===== src/rtl/l1_mem_arbiter_if.sv =====
// Cache-side and memory-side handshake bundles for the L1 memory arbiter.
// l1_rd_if carries a read-only line fill; l1_mem_if adds write fields and bvalid.
interface l1_rd_if #(parameter int LINE_W = 128);
    logic              req;
    logic [31:0]       addr;
    logic              addr_ok;
    logic              data_ok;
    logic [LINE_W-1:0] rdata;

    modport master (output req, addr, input addr_ok, data_ok, rdata);
    modport slave  (input req, addr, output addr_ok, data_ok, rdata);
endinterface

interface l1_mem_if #(parameter int LINE_W = 128);
    logic              req;
    logic              wr;
    logic [1:0]        size;
    logic [3:0]        wstrb;
    logic [31:0]       addr;
    logic [31:0]       wdata;
    logic              addr_ok;
    logic              data_ok;
    logic              bvalid;
    logic [LINE_W-1:0] rdata;

    modport master (output req, wr, size, wstrb, addr, wdata,
                    input  addr_ok, data_ok, bvalid, rdata);
    modport slave  (input  req, wr, size, wstrb, addr, wdata,
                    output addr_ok, data_ok, bvalid, rdata);
endinterface


===== src/rtl/l1_mem_arbiter.sv =====
// Shares one downstream memory port between Icache line fills and Dcache reads/writes,
// one outstanding transaction, alternating priority on ties.
//
// state | meaning
// IDLE  | no grant; pick next requester (tie goes to the one not served last)
// A_I   | Icache granted, address phase
// D_I   | Icache waiting for read data
// A_D   | Dcache granted, address phase (request fields passed straight through)
// D_D   | Dcache waiting for read data
// W_D   | Dcache write waiting for bvalid (only reachable when WAIT_BVALID=1)
module l1_mem_arbiter #(
    parameter int LINE_W      = 128,
    parameter bit WAIT_BVALID = 1'b0
) (
    input  logic       clk,
    input  logic       rstn,
    l1_rd_if.slave     icache,
    l1_mem_if.slave    dcache,
    l1_mem_if.master   mem
);
    typedef enum logic [2:0] {IDLE, A_I, D_I, A_D, D_D, W_D} state_t;

    localparam logic              SRC_I     = 1'b0;
    localparam logic              SRC_D     = 1'b1;
    localparam logic [LINE_W-1:0] ZERO_LINE = '0;

    state_t state, state_nxt;
    logic   last, last_nxt;

    always_ff @(posedge clk or negedge rstn) begin
        if (!rstn) begin
            state <= IDLE;
            last  <= SRC_I;
        end else begin
            state <= state_nxt;
            last  <= last_nxt;
        end
    end

    always_comb begin
        state_nxt      = state;
        last_nxt       = last;
        mem.req        = 1'b0;
        mem.wr         = 1'b0;
        mem.size       = 2'd0;
        mem.wstrb      = 4'd0;
        mem.addr       = 32'd0;
        mem.wdata      = 32'd0;
        icache.addr_ok = 1'b0;
        icache.data_ok = 1'b0;
        dcache.addr_ok = 1'b0;
        dcache.data_ok = 1'b0;
        dcache.bvalid  = 1'b0;
        case (state)
            IDLE: begin
                if (icache.req && dcache.req)
                    state_nxt = (last == SRC_I) ? A_D : A_I;
                else if (dcache.req)
                    state_nxt = A_D;
                else if (icache.req)
                    state_nxt = A_I;
            end
            A_I: begin
                mem.req  = icache.req;
                mem.size = 2'd2;
                mem.addr = icache.addr;
                // A dropped request abandons the grant without touching priority
                if (!icache.req) begin
                    state_nxt = IDLE;
                end else if (mem.addr_ok) begin
                    icache.addr_ok = 1'b1;
                    state_nxt      = D_I;
                end
            end
            D_I: begin
                if (mem.data_ok) begin
                    icache.data_ok = 1'b1;
                    last_nxt       = SRC_I;
                    state_nxt      = IDLE;
                end
            end
            A_D: begin
                mem.req   = dcache.req;
                mem.wr    = dcache.wr;
                mem.size  = dcache.size;
                mem.wstrb = dcache.wstrb;
                mem.addr  = dcache.addr;
                mem.wdata = dcache.wdata;
                if (!dcache.req) begin
                    state_nxt = IDLE;
                end else if (mem.addr_ok) begin
                    dcache.addr_ok = 1'b1;
                    if (!dcache.wr) begin
                        state_nxt = D_D;
                    end else if (WAIT_BVALID) begin
                        state_nxt = W_D;
                    end else begin
                        last_nxt  = SRC_D;
                        state_nxt = IDLE;
                    end
                end
            end
            D_D: begin
                if (mem.data_ok) begin
                    dcache.data_ok = 1'b1;
                    last_nxt       = SRC_D;
                    state_nxt      = IDLE;
                end
            end
            W_D: begin
                if (mem.bvalid) begin
                    dcache.bvalid = 1'b1;
                    last_nxt      = SRC_D;
                    state_nxt     = IDLE;
                end
            end
            default: state_nxt = IDLE;
        endcase
    end

    // Read data is gated so the non-granted side never sees a stale line
    assign icache.rdata = icache.data_ok ? mem.rdata : ZERO_LINE;
    assign dcache.rdata = dcache.data_ok ? mem.rdata : ZERO_LINE;

endmodule


===== src/flat_wrapper.sv =====
// flat-port wrapper written by rule: the top's interface ports become plain ports
module l1_mem_arbiter_flat 
#(
    parameter int LINE_W      = 128,
    parameter bit WAIT_BVALID = 1'b0
)
  (clk, rstn, icache_req, icache_addr, icache_addr_ok, icache_data_ok, icache_rdata, dcache_req, dcache_wr, dcache_size, dcache_wstrb, dcache_addr, dcache_wdata, dcache_addr_ok, dcache_data_ok, dcache_bvalid, dcache_rdata, mem_req, mem_wr, mem_size, mem_wstrb, mem_addr, mem_wdata, mem_addr_ok, mem_data_ok, mem_bvalid, mem_rdata);
  l1_rd_if #(.LINE_W(LINE_W)) icache_i ();
  l1_mem_if #(.LINE_W(LINE_W)) dcache_i ();
  l1_mem_if #(.LINE_W(LINE_W)) mem_i ();
  input  logic clk;
  input  logic rstn;
  input wire logic [$bits(icache_i.req)-1:0] icache_req;
  input wire logic [$bits(icache_i.addr)-1:0] icache_addr;
  output wire logic [$bits(icache_i.addr_ok)-1:0] icache_addr_ok;
  output wire logic [$bits(icache_i.data_ok)-1:0] icache_data_ok;
  output wire logic [$bits(icache_i.rdata)-1:0] icache_rdata;
  input wire logic [$bits(dcache_i.req)-1:0] dcache_req;
  input wire logic [$bits(dcache_i.wr)-1:0] dcache_wr;
  input wire logic [$bits(dcache_i.size)-1:0] dcache_size;
  input wire logic [$bits(dcache_i.wstrb)-1:0] dcache_wstrb;
  input wire logic [$bits(dcache_i.addr)-1:0] dcache_addr;
  input wire logic [$bits(dcache_i.wdata)-1:0] dcache_wdata;
  output wire logic [$bits(dcache_i.addr_ok)-1:0] dcache_addr_ok;
  output wire logic [$bits(dcache_i.data_ok)-1:0] dcache_data_ok;
  output wire logic [$bits(dcache_i.bvalid)-1:0] dcache_bvalid;
  output wire logic [$bits(dcache_i.rdata)-1:0] dcache_rdata;
  output wire logic [$bits(mem_i.req)-1:0] mem_req;
  output wire logic [$bits(mem_i.wr)-1:0] mem_wr;
  output wire logic [$bits(mem_i.size)-1:0] mem_size;
  output wire logic [$bits(mem_i.wstrb)-1:0] mem_wstrb;
  output wire logic [$bits(mem_i.addr)-1:0] mem_addr;
  output wire logic [$bits(mem_i.wdata)-1:0] mem_wdata;
  input wire logic [$bits(mem_i.addr_ok)-1:0] mem_addr_ok;
  input wire logic [$bits(mem_i.data_ok)-1:0] mem_data_ok;
  input wire logic [$bits(mem_i.bvalid)-1:0] mem_bvalid;
  input wire logic [$bits(mem_i.rdata)-1:0] mem_rdata;
  assign icache_i.req = icache_req;
  assign icache_i.addr = icache_addr;
  assign icache_addr_ok = icache_i.addr_ok;
  assign icache_data_ok = icache_i.data_ok;
  assign icache_rdata = icache_i.rdata;
  assign dcache_i.req = dcache_req;
  assign dcache_i.wr = dcache_wr;
  assign dcache_i.size = dcache_size;
  assign dcache_i.wstrb = dcache_wstrb;
  assign dcache_i.addr = dcache_addr;
  assign dcache_i.wdata = dcache_wdata;
  assign dcache_addr_ok = dcache_i.addr_ok;
  assign dcache_data_ok = dcache_i.data_ok;
  assign dcache_bvalid = dcache_i.bvalid;
  assign dcache_rdata = dcache_i.rdata;
  assign mem_req = mem_i.req;
  assign mem_wr = mem_i.wr;
  assign mem_size = mem_i.size;
  assign mem_wstrb = mem_i.wstrb;
  assign mem_addr = mem_i.addr;
  assign mem_wdata = mem_i.wdata;
  assign mem_i.addr_ok = mem_addr_ok;
  assign mem_i.data_ok = mem_data_ok;
  assign mem_i.bvalid = mem_bvalid;
  assign mem_i.rdata = mem_rdata;
  l1_mem_arbiter #(.LINE_W(LINE_W), .WAIT_BVALID(WAIT_BVALID)) u_core (.clk(clk), .rstn(rstn), .icache(icache_i), .dcache(dcache_i), .mem(mem_i));
endmodule

===== config.mk =====
export PLATFORM = sky130hd
export DESIGN_NAME = l1_mem_arbiter_flat
export DESIGN_NICKNAME = d
export VERILOG_FILES = /design/src/rtl/l1_mem_arbiter_if.sv /design/src/rtl/l1_mem_arbiter.sv /design/src/flat_wrapper.sv
export SDC_FILE = /design/constraint.sdc
export NUM_CORES = 1
export LEC_CHECK = 0
export ABC_AREA = 0
export CAP_MARGIN = 25
export CORE_AREA = 2 2 225 227
export DETAILED_ROUTE_END_ITERATION = 10
export DIE_AREA = 0 0 227 229
export GPL_TIMING_DRIVEN = 1
export HOLD_SLACK_MARGIN = 0.03
export PLACE_DENSITY = 0.33
export REMOVE_ABC_BUFFERS = 1
export SYNTH_ARGS = -nofsm -noshare
export SYNTH_HDL_FRONTEND = slang
export SYNTH_SLANG_ARGS = --single-unit

===== constraint.sdc =====
create_clock -name clk -period 2.3 [get_ports clk]
set_input_delay 0.46 -clock clk [delete_from_list [all_inputs] [get_ports clk]]
set_output_delay 0.46 -clock clk [all_outputs]
set_load 0.02 [all_outputs]

==> impl_metrics.csv <==
group,metric,value,unit
outcome,outcome,"finished, violations left",
outcome,violations,"negative setup slack",
detailed_routing,drc,0,
setup_path,rrSetupSlack,0.56,ns
pwr,peakVddDrop,0.000299,V
synth,syn_area_per_cell,6.56,um^2
grt,grt_overflow_total,0,
pwr,power.density,609,nW/um^2
clock_tree,clkTransAtPathRegs,0.03,ns
clock_tree,clock-sinks,4,
synth,synth_top_area_share,68.6,%
timing,slew-limit-headroom,78.7,%
hold_path,hold_path_class,"in -> async",
clock_tree,cts_hold_buffers,0,
clock_tree,htree_levels,1,
setup_path,r2r_end,"u_core.last",
synth,synth_seq_cells,4,
detailed_routing,vias,5343,
clock_tree,clk_latency,0.23,ns
place,io_buffer_count,570,
timing,hold_viol,0,
synth,synth_cell_types,34,
place,routabilityCongestion,0.790,
floorplan,dieArea,52000,um^2
synth,syn_area,2690,um^2
setup_path,worst_path_most_repeated_cell,"buf_12",
synth,synth_flop_cell,"dfrtp_1",
timing,max_freq,406,MHz
timing,setup_viol,95,
timing,maxSlewViolCount,0,
detailed_routing,first_pass_iters,4,
detailed_routing,viasPerCell,3.13,
grt,grt_pass1_vias,5519,
setup_path,path_cells,"or3b_4 > nor2_4 > buf_4 > buf_12 > buf_12 > buf_16 > buf_12 > and2_4 > buf_6",
pwr,clkPwrFrac,4.3,%
flow_run,drv_cap,0,
place,dp_hpwl,27200,um
floorplan,initial_core_util,5.41,%
pwr,power_leakage,4.98,nW
setup_path,end_kind,"primary output",
setup_path,slowest_delay,0.42,ns
synth,synthCells,410,
timing,rsz0062_at_grt,"true",
setup_path,path_buf_inv,6,
setup_path,cp_top_family,"buffers and inverters",
grt,grt_util_all_layers,11.9,%
setup_path,critPathKind,"reg -> out",
floorplan,io_pins,571,
pwr,p_comb_share,93.8,%
pwr,power,6.48,mW
grt,antenna_found_initial,16,
setup_path,r2r_start,"u_core.state[1]",
setup_path,worstPathArrival,2.00,ns
synth,ys.warnings.count,0,
detailed_routing,drtIter0Drc,109,
clock_tree,cts_root_buffer,"clkbuf_16",
floorplan,rows,82,
floorplan,coreArea,49700,um^2
floorplan,die_h,229,um
detailed_routing,ant_nets,0,
pwr,netSwitchingFraction,44.3,%
timing,finalCritPeriodShare,107,%
clock_tree,cts_tree,"built",
pwr,p_int,3.61,mW
synth,async_flop_share,100,%
pwr,switching_power,2.87,mW
grt,grt_start_max_net_pins,45,
grt,grt_pass1_wl,43200,um
synth,yosys.area.top_type,"and2_1",
final_layout,layout-drive-gt1-share,53.3,%
clock_tree,cts_buffers,3,
floorplan,fp.dieW,227,um
setup_path,critPathLaunchType,"flop",
timing,worstMarginPinSlew,0.319,ns
setup_path,worst-path-max-fanout,6,
detailed_routing,wirelength,34100,um
synth,yosys-top-cells-area,"and2_1 (69%), a22o_1 (11%), dfrtp_1 (3.7%), clkbuf_2 (2.4%), clkbuf_1 (2.4%)",
synth,synth-edff-count,0,
timing,finalClockSkew,0.00220,ns
clock_tree,ctsLongestPathBuffers,2,
timing,whs,0.450,ns
timing,setup_ws,-0.161,ns
pwr,p_seq_share,2.0,%
synth,ys_seq_area_share,3.72,%
detailed_routing,wl_per_cell,20.0,um
setup_path,cp_slowest_cell,"or3b_4",
setup_path,worstRegToRegCells,7,
final_layout,area_growth,296,%
setup_path,crit_required,1.84,ns
final_layout,layout.nets,1271,
timing,fin_crit,2.46,ns
-- cells in the mapped netlist, types with 2 or more instances --
cell type and instances:
a21oi_1 2, a22o_1 34, a311oi_1 2, and2_1 295, and3_1 2, and3b_1 2
buf_2 9, buf_6 2, clkbuf_1 17, clkbuf_2 13, dfrtp_1 4, inv_1 2
nand2_1 2, nor2_1 4
-- power groups by stage --
stage	clock, mW	combinational, mW	sequential, mW
after detailed placement	0	4.84	0.123
after global placement	0	4.89	0.125
after floorplan	0	2.03	0.142
after global routing	0.286	6.43	0.130
after CTS	0.276	6.27	0.125
final	0.276	6.08	0.126
-- worst reg2reg max path, cell delays in order (launching register included) --
cell	delay [ns]
dfrtp_2	0.44
buf_4	0.16
and3b_2	0.27
buf_12	0.15
clkbuf_16	0.18
and3_4	0.20
buf_4	0.12
o2bb2ai_1	0.10
-- cells by family (layout without fill, tap and decap cells) --
group                  count (synthesis)  after routing  synth area share, %
AOI/OAI and AO/OA                     43             43                 13.4
buffers and inverters                 45            666                 8.00
DFF                                    4              4                 3.72
muxes                                  1              1                0.419
other                                  0              3                    0
and+or+nand+nor                      317            317                 74.4
-- final cells by class --
class	instances	area, um^2
Fill cell	5603	39000
Timing Repair Buffer	661	6860
Multi-Input combinational cell	361	2750
Tap cell	672	841
Sequential cell	4	101
Clock buffer	3	75.1
Inverter	2	7.51
Antenna cell	3	7.51
-- what timing repair did --
item	4_1_cts	5_1_grt
endpoints found under the setup margin	328	291
resized for setup	1435	341
setup buffers	45	10
gates cloned	15	7
pin swaps	41	13
-- routing by layer --
layer	GRT usage, %	routed length, um
met1	12.8	12500
met5	0	49
met3	3.57	3230
met4	1.74	340
met2	22.9	17900
-- worst max path at each step --
stage,slack (ns),to,depth (start not counted),from
floorplan,-1.78,dcache_rdata[0],3,u_core.state[1]
global placement,-0.85,icache_rdata[89],7,mem_data_ok
detailed placement,-0.85,icache_rdata[78],7,mem_data_ok
CTS,-0.29,icache_rdata[1],10,u_core.state[2]
global route,-0.22,icache_rdata[65],9,u_core.state[0]
finish,-0.16,icache_rdata[65],9,u_core.state[0]
-- state kept, by name, indices dropped and copies added (netlist names) --
| register | count |
|---|---|
| u_core.last | 1 |
| u_core.state | 3 |
-- metrics by stage --
step	util, %	instance area [um^2]	cells	TNS [ns]	setup slack (ns)
6_report	21.4	10600	1706	-5.73	-0.161
5_1_grt	21.4	10600	1704	-13.75	-0.217
4_1_cts	21.6	10700	1704	-16.71	-0.293
3_3_place_gp	19.0	9430	1642	-184.60	-0.849
3_5_place_dp	19.0	9430	1642	-180.44	-0.853
2_1_floorplan	-	2480	367	-388.79	-1.78
-- cell usage in the layout, fill, tap and decap left out, drive strengths merged, types with 2 or more instances in the layout --
| master | Yosys | final |
|---|---|---|
| a21oi | 2 | 2 |
| a22o | 34 | 34 |
| a311oi | 2 | 2 |
| and2 | 295 | 295 |
| and3 | 2 | 2 |
| and3b | 2 | 2 |
| buf | 13 | 351 |
| clkbuf | 30 | 46 |
| clkdlybuf4s15 | 0 | 19 |
| clkdlybuf4s50 | 0 | 237 |
| dfrtp | 4 | 4 |
| diode | 0 | 3 |
| dlygate4sd2 | 0 | 7 |
| dlymetal6s2s | 0 | 4 |
| inv | 2 | 2 |
| nand2 | 2 | 2 |
| nor2 | 5 | 5 |
No activity file was read; power rests on OpenSTA's default activity.
